File: config.mk
export PLATFORM = sky130hd
export DESIGN_NAME = multicycle_controller
export DESIGN_NICKNAME = d
export VERILOG_FILES = /design/src/rtl/ctrl_pkg.sv /design/src/rtl/cond_logic.sv /design/src/rtl/multicycle_controller.sv
export SDC_FILE = /design/constraint.sdc
export NUM_CORES = 1
export LEC_CHECK = 0
export CORE_MARGIN = 5
export CORE_UTILIZATION = 60
export CTS_CLUSTER_DIAMETER = 80
export DETAILED_ROUTE_END_ITERATION = 8
export DONT_BUFFER_PORTS = 1
export GPL_TIMING_DRIVEN = 1
export PLACE_DENSITY = 0.74
export SLEW_MARGIN = 5
export SYNTH_ARGS = -nofsm -noshare
export SYNTH_HDL_FRONTEND = slang
export SYNTH_SLANG_ARGS = --single-unit
export TNS_END_PERCENT = 100
File: constraint.sdc
create_clock -name CLK -period 4.4 [get_ports CLK]
set_clock_uncertainty 0.2 [all_clocks]
set_input_delay 0.66 -clock CLK [delete_from_list [all_inputs] [get_ports CLK]]
set_output_delay 0.66 -clock CLK [all_outputs]
set_load 0.01 [all_outputs]
File: src/rtl/ctrl_pkg.sv
// Shared encodings for the multicycle controller: FSM states, instruction
// op classes, ALU control codes, condition codes and the condition evaluator.
package ctrl_pkg;

   typedef enum logic [3:0] {
      S_FETCH  = 4'd0,
      S_DECODE = 4'd1,
      S_MEMADR = 4'd2,
      S_MEMRD  = 4'd3,
      S_MEMWB  = 4'd4,
      S_MEMWR  = 4'd5,
      S_EXECR  = 4'd6,
      S_EXECI  = 4'd7,
      S_ALUWB  = 4'd8,
      S_BRANCH = 4'd9
   } state_t;

   localparam logic [1:0] OP_DP    = 2'b00;
   localparam logic [1:0] OP_MEM   = 2'b01;
   localparam logic [1:0] OP_BR    = 2'b10;
   localparam logic [1:0] OP_UNDEF = 2'b11;

   localparam logic [1:0] ALU_ADD = 2'b00;
   localparam logic [1:0] ALU_SUB = 2'b01;
   localparam logic [1:0] ALU_AND = 2'b10;
   localparam logic [1:0] ALU_ORR = 2'b11;

   localparam logic [3:0] CMD_ADD = 4'b0100;
   localparam logic [3:0] CMD_SUB = 4'b0010;
   localparam logic [3:0] CMD_AND = 4'b0000;
   localparam logic [3:0] CMD_ORR = 4'b1100;

   localparam logic [3:0] COND_EQ = 4'h0;
   localparam logic [3:0] COND_NE = 4'h1;
   localparam logic [3:0] COND_CS = 4'h2;
   localparam logic [3:0] COND_CC = 4'h3;
   localparam logic [3:0] COND_MI = 4'h4;
   localparam logic [3:0] COND_PL = 4'h5;
   localparam logic [3:0] COND_VS = 4'h6;
   localparam logic [3:0] COND_VC = 4'h7;
   localparam logic [3:0] COND_HI = 4'h8;
   localparam logic [3:0] COND_LS = 4'h9;
   localparam logic [3:0] COND_GE = 4'hA;
   localparam logic [3:0] COND_LT = 4'hB;
   localparam logic [3:0] COND_GT = 4'hC;
   localparam logic [3:0] COND_LE = 4'hD;
   localparam logic [3:0] COND_AL = 4'hE;

   localparam logic [3:0] LR_ADDR = 4'd14;

   // flags are packed NZCV, MSB first
   function automatic logic cond_eval(input logic [3:0] cond, input logic [3:0] flags);
      logic n, z, c, v;
      {n, z, c, v} = flags;
      case (cond)
         COND_EQ: return z;
         COND_NE: return ~z;
         COND_CS: return c;
         COND_CC: return ~c;
         COND_MI: return n;
         COND_PL: return ~n;
         COND_VS: return v;
         COND_VC: return ~v;
         COND_HI: return c & ~z;
         COND_LS: return ~c | z;
         COND_GE: return n == v;
         COND_LT: return n != v;
         COND_GT: return ~z & (n == v);
         COND_LE: return z | (n != v);
         COND_AL: return 1'b1;
         default: return 1'b0;
      endcase
   endfunction

endpackage

File: src/rtl/cond_logic.sv
// Stored NZCV flags, condition evaluation against them, and the flag-update
// path. CondEx always sees the flags as they were before this cycle's update.
module cond_logic
   import ctrl_pkg::*;
(
   input  logic       CLK,
   input  logic       RESET,
   input  logic [3:0] cond_i,
   input  logic [3:0] alu_flags_i,
   input  logic       flag_w_i,
   input  logic       cv_w_i,
   output logic       cond_ex_o
);

   logic [3:0] flags_q, flags_d;

   assign cond_ex_o = cond_eval(cond_i, flags_q);

   always_comb begin
      flags_d = flags_q;
      if (flag_w_i && cond_ex_o) begin
         flags_d[3:2] = alu_flags_i[3:2];
         if (cv_w_i) flags_d[1:0] = alu_flags_i[1:0];
      end
   end

   always_ff @(posedge CLK) begin
      if (RESET) flags_q <= 4'b0000;
      else       flags_q <= flags_d;
   end

endmodule

File: src/rtl/multicycle_controller.sv
// Moore control FSM for a multicycle ARM-subset datapath.
// Optional macro CTRL_BL_EN: BL writes the return address to R14 in BRANCH.
//
// state  | meaning
// FETCH  | read instruction, PC <= PC+4
// DECODE | read registers, precompute PC+8
// MEMADR | compute load/store address
// MEMRD  | read data memory
// MEMWB  | write load data to Rd
// MEMWR  | write data memory
// EXECR  | ALU with register operand
// EXECI  | ALU with immediate operand
// ALUWB  | write ALU result to Rd
// BRANCH | PC <= branch target
module multicycle_controller
   import ctrl_pkg::*;
(
   input  logic        CLK,
   input  logic        RESET,
   input  logic [31:0] Instr,
   input  logic [3:0]  ALUFlags,
   output logic        PCWrite,
   output logic        IRWrite,
   output logic        RegWrite,
   output logic        MemWrite,
   output logic        AdrSrc,
   output logic        ALUSrcA,
   output logic [1:0]  ALUSrcB,
   output logic [1:0]  ResultSrc,
   output logic [1:0]  ImmSrc,
   output logic [1:0]  RegSrc,
   output logic [1:0]  ALUControl,
   output logic [3:0]  WA3,
   output logic [3:0]  State
);

   state_t     state_q, state_d;
   logic [1:0] op;
   logic [5:0] funct;
   logic       cond_ex, ir_w, pc_fetch, reg_w, mem_w, br, bl_w, exec_st;
   logic       unused_instr;

   assign op           = Instr[27:26];
   assign funct        = Instr[25:20];
   assign unused_instr = ^{Instr[19:16], Instr[11:0]};
   assign State        = state_q;
   assign exec_st      = (state_q == S_EXECR) || (state_q == S_EXECI);

   always_ff @(posedge CLK) begin
      if (RESET) state_q <= S_FETCH;
      else       state_q <= state_d;
   end

   always_comb begin
      state_d = S_FETCH;
      case (state_q)
         S_FETCH:  state_d = S_DECODE;
         S_DECODE: begin
            case (op)
               OP_MEM:  state_d = S_MEMADR;
               OP_DP:   state_d = funct[5] ? S_EXECI : S_EXECR;
               OP_BR:   state_d = S_BRANCH;
               default: state_d = S_FETCH;
            endcase
         end
         S_MEMADR: state_d = funct[0] ? S_MEMRD : S_MEMWR;
         S_MEMRD:  state_d = S_MEMWB;
         S_EXECR:  state_d = S_ALUWB;
         S_EXECI:  state_d = S_ALUWB;
         default:  state_d = S_FETCH;
      endcase
   end

   always_comb begin
      AdrSrc    = 1'b0;
      ALUSrcA   = 1'b0;
      ALUSrcB   = 2'b00;
      ResultSrc = 2'b00;
      ir_w      = 1'b0;
      pc_fetch  = 1'b0;
      reg_w     = 1'b0;
      mem_w     = 1'b0;
      br        = 1'b0;
      case (state_q)
         S_FETCH: begin
            ALUSrcA = 1'b1; ALUSrcB = 2'b10; ResultSrc = 2'b10;
            ir_w = 1'b1; pc_fetch = 1'b1;
         end
         S_DECODE: begin
            ALUSrcA = 1'b1; ALUSrcB = 2'b10; ResultSrc = 2'b10;
         end
         S_MEMADR: ALUSrcB = 2'b01;
         S_MEMRD:  AdrSrc = 1'b1;
         S_MEMWB:  begin ResultSrc = 2'b01; reg_w = 1'b1; end
         S_MEMWR:  begin AdrSrc = 1'b1; mem_w = 1'b1; end
         S_EXECI:  ALUSrcB = 2'b01;
         S_ALUWB:  reg_w = 1'b1;
         S_BRANCH: begin ALUSrcB = 2'b01; ResultSrc = 2'b10; br = 1'b1; end
         default:  ;
      endcase
   end

   always_comb begin
      ALUControl = ALU_ADD;
      if (exec_st) begin
         case (funct[4:1])
            CMD_SUB: ALUControl = ALU_SUB;
            CMD_AND: ALUControl = ALU_AND;
            CMD_ORR: ALUControl = ALU_ORR;
            default: ALUControl = ALU_ADD;
         endcase
      end
   end

   assign ImmSrc = op;
   assign RegSrc = {op == OP_MEM, op == OP_BR};

   cond_logic u_cond (
      .CLK         (CLK),
      .RESET       (RESET),
      .cond_i      (Instr[31:28]),
      .alu_flags_i (ALUFlags),
      .flag_w_i    (exec_st & funct[0]),
      .cv_w_i      ((funct[4:1] == CMD_ADD) || (funct[4:1] == CMD_SUB)),
      .cond_ex_o   (cond_ex)
   );

`ifdef CTRL_BL_EN
   assign bl_w = (state_q == S_BRANCH) & Instr[24] & cond_ex;
`else
   assign bl_w = 1'b0;
`endif

   // an instruction caught by RESET must not leave any architectural write behind
   assign PCWrite  = ~RESET & (pc_fetch | (br & cond_ex));
   assign IRWrite  = ~RESET & ir_w;
   assign RegWrite = ~RESET & ((reg_w & cond_ex) | bl_w);
   assign MemWrite = ~RESET & mem_w & cond_ex;
   assign WA3      = bl_w ? LR_ADDR : Instr[15:12];

endmodule

Word-level counts from Yosys, hierarchy flattened
Index checks and enable logic that the tools add are counted.
Storage, ports and cells
  register bits: 8
  input bits: 38
  logic and storage cells: 80
Cells by class
  eq/ne operators: 30
  muxes and demuxes: 15
  bitwise operators: 18
  reductions and logical operators: 14
Operator list (count)
  == test 4 bit, second input constant: 10
  == test 4 x 3 -> 1 bit, second input constant: 9
  == test 4 x 2 -> 1 bit, second input constant: 5
  case mux 4 bit (5 select lines): 1
  case mux 1 bit (15 select lines): 1
  zero test 4 bit: 3
  case mux 4 bit (3 select lines): 1
  AND 1 bit: 10
  == test 4 x 1 -> 1 bit, second input constant: 2
  case mux 2 bit (2 select lines): 2
  OR reduction 2 bit: 4
  2-to-1 mux 1 bit: 7
  case mux 2 bit (3 select lines): 1
  OR reduction 3 bit: 2
  inverter 1 bit: 5
  2-to-1 mux 3 bit: 1
  bitwise OR 1 bit: 3
  == test 2 x 1 -> 1 bit, second input constant: 1
  == test 2 bit, second input constant: 1
  zero test 2 bit: 1
  logical OR 1 bit: 2
  2-to-1 mux 2 bit: 1
  AND reduction 2 bit: 1
  == test 1 bit: 1
  2 further kinds: 2

Logic depth before layout (Yosys ltp)
  depth after elaboration: 6
  depth in mapped cells: 6

By module
A second synthesis with hierarchy kept.
Second synthesis, totals
  cells, all modules: 117
  area, all modules: 924.6 um^2
Modules (own cells, without submodules)
  cond_logic: times used 1, cells each 53, area an instance 469.2 um^2, seq. area each 80.1 um^2
  multicycle_controller: times used 1, cells each 64, area an instance 455.4 um^2, seq. area each 80.1 um^2

Worst setup path before layout
OpenSTA, ideal clock, no wires.
  kind: input-to-output
  from: in Instr[31]
  to: out MemWrite
  arrival: 2029 ps
  setup slack: 1511 ps
  stages: 6
  buffers on the path: 1
  cell sequence: buf_6 > or4bb_1 > a31o_1 > o311a_4 > a31oi_4 > and3_1
Between the ends
  cells in the longest elaborated chain, start to end: 3
Ends and longest elaborated chain
  start: declaration: line multicycle_controller.sv:20  | input logic [31:0] Instr,
  == test 4 bit, or another cell as far along: line ctrl_pkg.sv:55  | case (cond)
  case mux 1 bit (15 select lines) *: line ctrl_pkg.sv:55
  AND 1 bit *: line multicycle_controller.sv:138  | assign MemWrite = ~RESET & mem_w & cond_ex;
  end: declaration: line multicycle_controller.sv:25  | output logic MemWrite,
Mark *: on every way between the ends. The rest lies on a longest branch, timed or not.

Worst setup path after layout
Ends and elaborated chain as after synthesis.

==> summary.txt <==
unrepaired setup endpoints after global routing - no
Max Slew Vio Count - 0
Gate Count Post-Synth - 111
Async SR Flop Fraction - 0%
status - completed
Die Y - 48.6 um
Max Root-Sink Buffers - 2
#FFs+latches synth - 8
final hold violations - 0
combinational power share - 23.3%
Nets - 141
synth cell count leaders - nand2b_1, nor2_1, dfxtp_1
CTS sink cnt - 8
drt drc - 0
Cell variety after synth - 38
post-route cell area - 847 um2
Net Sw Frac - 32.3%
post-route antenna net violation count - 0
Slew headroom - 59.8%
gr ovfl total - 0
Worst Reg-to-Reg Cells - 5
via count - 739
DRT Pass-1 Iters - 4
CTS root buffer - clkbuf_4
Die X-Extent - 48.6 um
number of enable flip-flop cells after synthesis - 0
synth top area cells - dfxtp_1, nand2b_1, a31oi_4
Pwr per Cell Area - 219 nW/um2
largest net degree at the start of global routing - 18
area of the multi-input gates - 637 um2
site row count - 14
initial antenna violation count - 0
NetSw - 0.0600 mW
# Post-CTS Setup Buffers - 0
# fillers - 139
HPWL after DPL - 1.49 mm
Crit Path Category - input port to output port
via density per instance - 6.32
Flop pwr share - 44.9%
synth warn - 0
cts repair resizes - 0
CP max FO - 11
first-pass GRT wire length - 3.31 mm
ratio of cells with drive above 1 in the final layout - 8.91%
Mapped Nets - 149
final WL - 1.88 mm
routability congestion estimate - 0.801
f_max - 0.351 GHz
total negative slack - 0 ps
Top Ports - 62
Int Pwr - 0.126 mW
Post-CTS Hold Buffers - 0
Hold Crit Class - input port to flop
Initial Util - 61.4%
top-area cell type share of the netlist area - 18.0%
CORE AREA - 1450 um2
CP Capture Type - output port
hold path depth - 1
leak pwr - 0.288 nW
Antenna Diode Count - 0
number of max-cap violations - 0
CTS tree - done
wire per inst - 16.0 um
Mapped Area - 892 um2
die area - 2360 um2
actual slew at the worst max-slew pin - 602 ps
CTS Buf Count - 3
layout overhead on the synthesized area - -5.05%
initial DRC count - 9
Required @ worst endpoint - 3540 ps
gr usage total - 17.2%
Mapped Avg Cell Area - 8.04 um2
sequential area share after synthesis - 18.0%
Synth Flop Type - dfxtp_1
clock transition at the registers of the reported paths - 60 ps
setup violators final - 0
H-tree depth - 1
vias in the first global route - 756
final period utilization - 64.8%
PortBufs - 0
Skew-Pair Late Insertion Delay - 270 ps
crit path DAT - 1990 ps
register area - 160 um2
Clk pwr share - 31.8%
placed cell areas - 825 um2
type of origin of the critical path - input port
post-synth top area cell - dfxtp_1
post-route minimum period - 2850 ps
Max IR drop VDD - 0.169 mV
-- stage by stage --
stage | setup WS [ps] | util (%) | std cells | hold slack, ps | power [mW]
floorplan | 1510 | - | 111 | 261 | 0.133
global placement | 1580 | 56.7 | 114 | 300 | 0.127
detailed placement | 1540 | 56.7 | 114 | 301 | 0.128
CTS | 1540 | 58.3 | 117 | 258 | 0.186
global route | 1480 | 58.3 | 117 | 245 | 0.198
finish | 1550 | 58.3 | 117 | 255 | 0.186
-- cells in the final DEF, fill, tap and decap left out, drive strengths merged, types with 4 or more instances in the layout --
cell / n
dfxtp: 8
nor2: 11
nand2: 6
a21oi: 4
nor3: 7
mux2i: 4
nor2b: 6
nand3: 4
nand2b: 11
a31oi: 4
-- routing by layer --
metal  track usage, %  up-vias  routed length (um)
li1                 -      373                   -
met1             16.6      325                 687
met2             29.3       34                 933
met3             9.82        7                 223
met4             7.62        0                  34
met5                0        -                   0
-- final cells by class --
type / instances / area share [%]
Clock buffer: 3 / 2.66
Multi-Input combinational cell: 88 / 75.2
Sequential cell: 8 / 18.9
Tap cell: 16 / 2.36
Inverter: 2 / 0.886
-- registers in the layout, indices dropped and copies added (netlist names) --
name            cells
u_cond.flags_q      4
State               4
-- kinds of logic (layout without fill, tap and decap cells) --
group	count (synthesis)	after routing	share of synthesized area, %
simple gates	59	59	38.3
compound gates	20	20	23.7
xor+xnor	5	5	4.91
buf+inv	15	5	10.7
flops	8	8	18.0
mux	4	4	4.49
-- critical path, stage by stage --
cell and delay (ps):
or4bb_1 500, a31o_1 240, o311a_4 160, a31oi_4 190, and3_1 230
-- worst paths after layout --
kind         slack, ps              start           endpoint
max reg2reg       2430           State[1]  u_cond.flags_q[1]
max               1550          Instr[31]           MemWrite
min reg2reg        300  u_cond.flags_q[1]  u_cond.flags_q[1]
min                260              RESET           State[3]
-- power by group through the flow --
stage / clock network, mW / registers [mW] / logic (mW)
6_report: 0.0590 / 0.0833 / 0.0432
5_1_grt: 0.0663 / 0.0843 / 0.0474
4_1_cts: 0.0596 / 0.0834 / 0.0434
3_5_place_dp: 0 / 0.0850 / 0.0432
3_3_place_gp: 0 / 0.0848 / 0.0421
2_1_floorplan: 0 / 0.0806 / 0.0528
No activity file was read; power rests on OpenSTA's default activity.
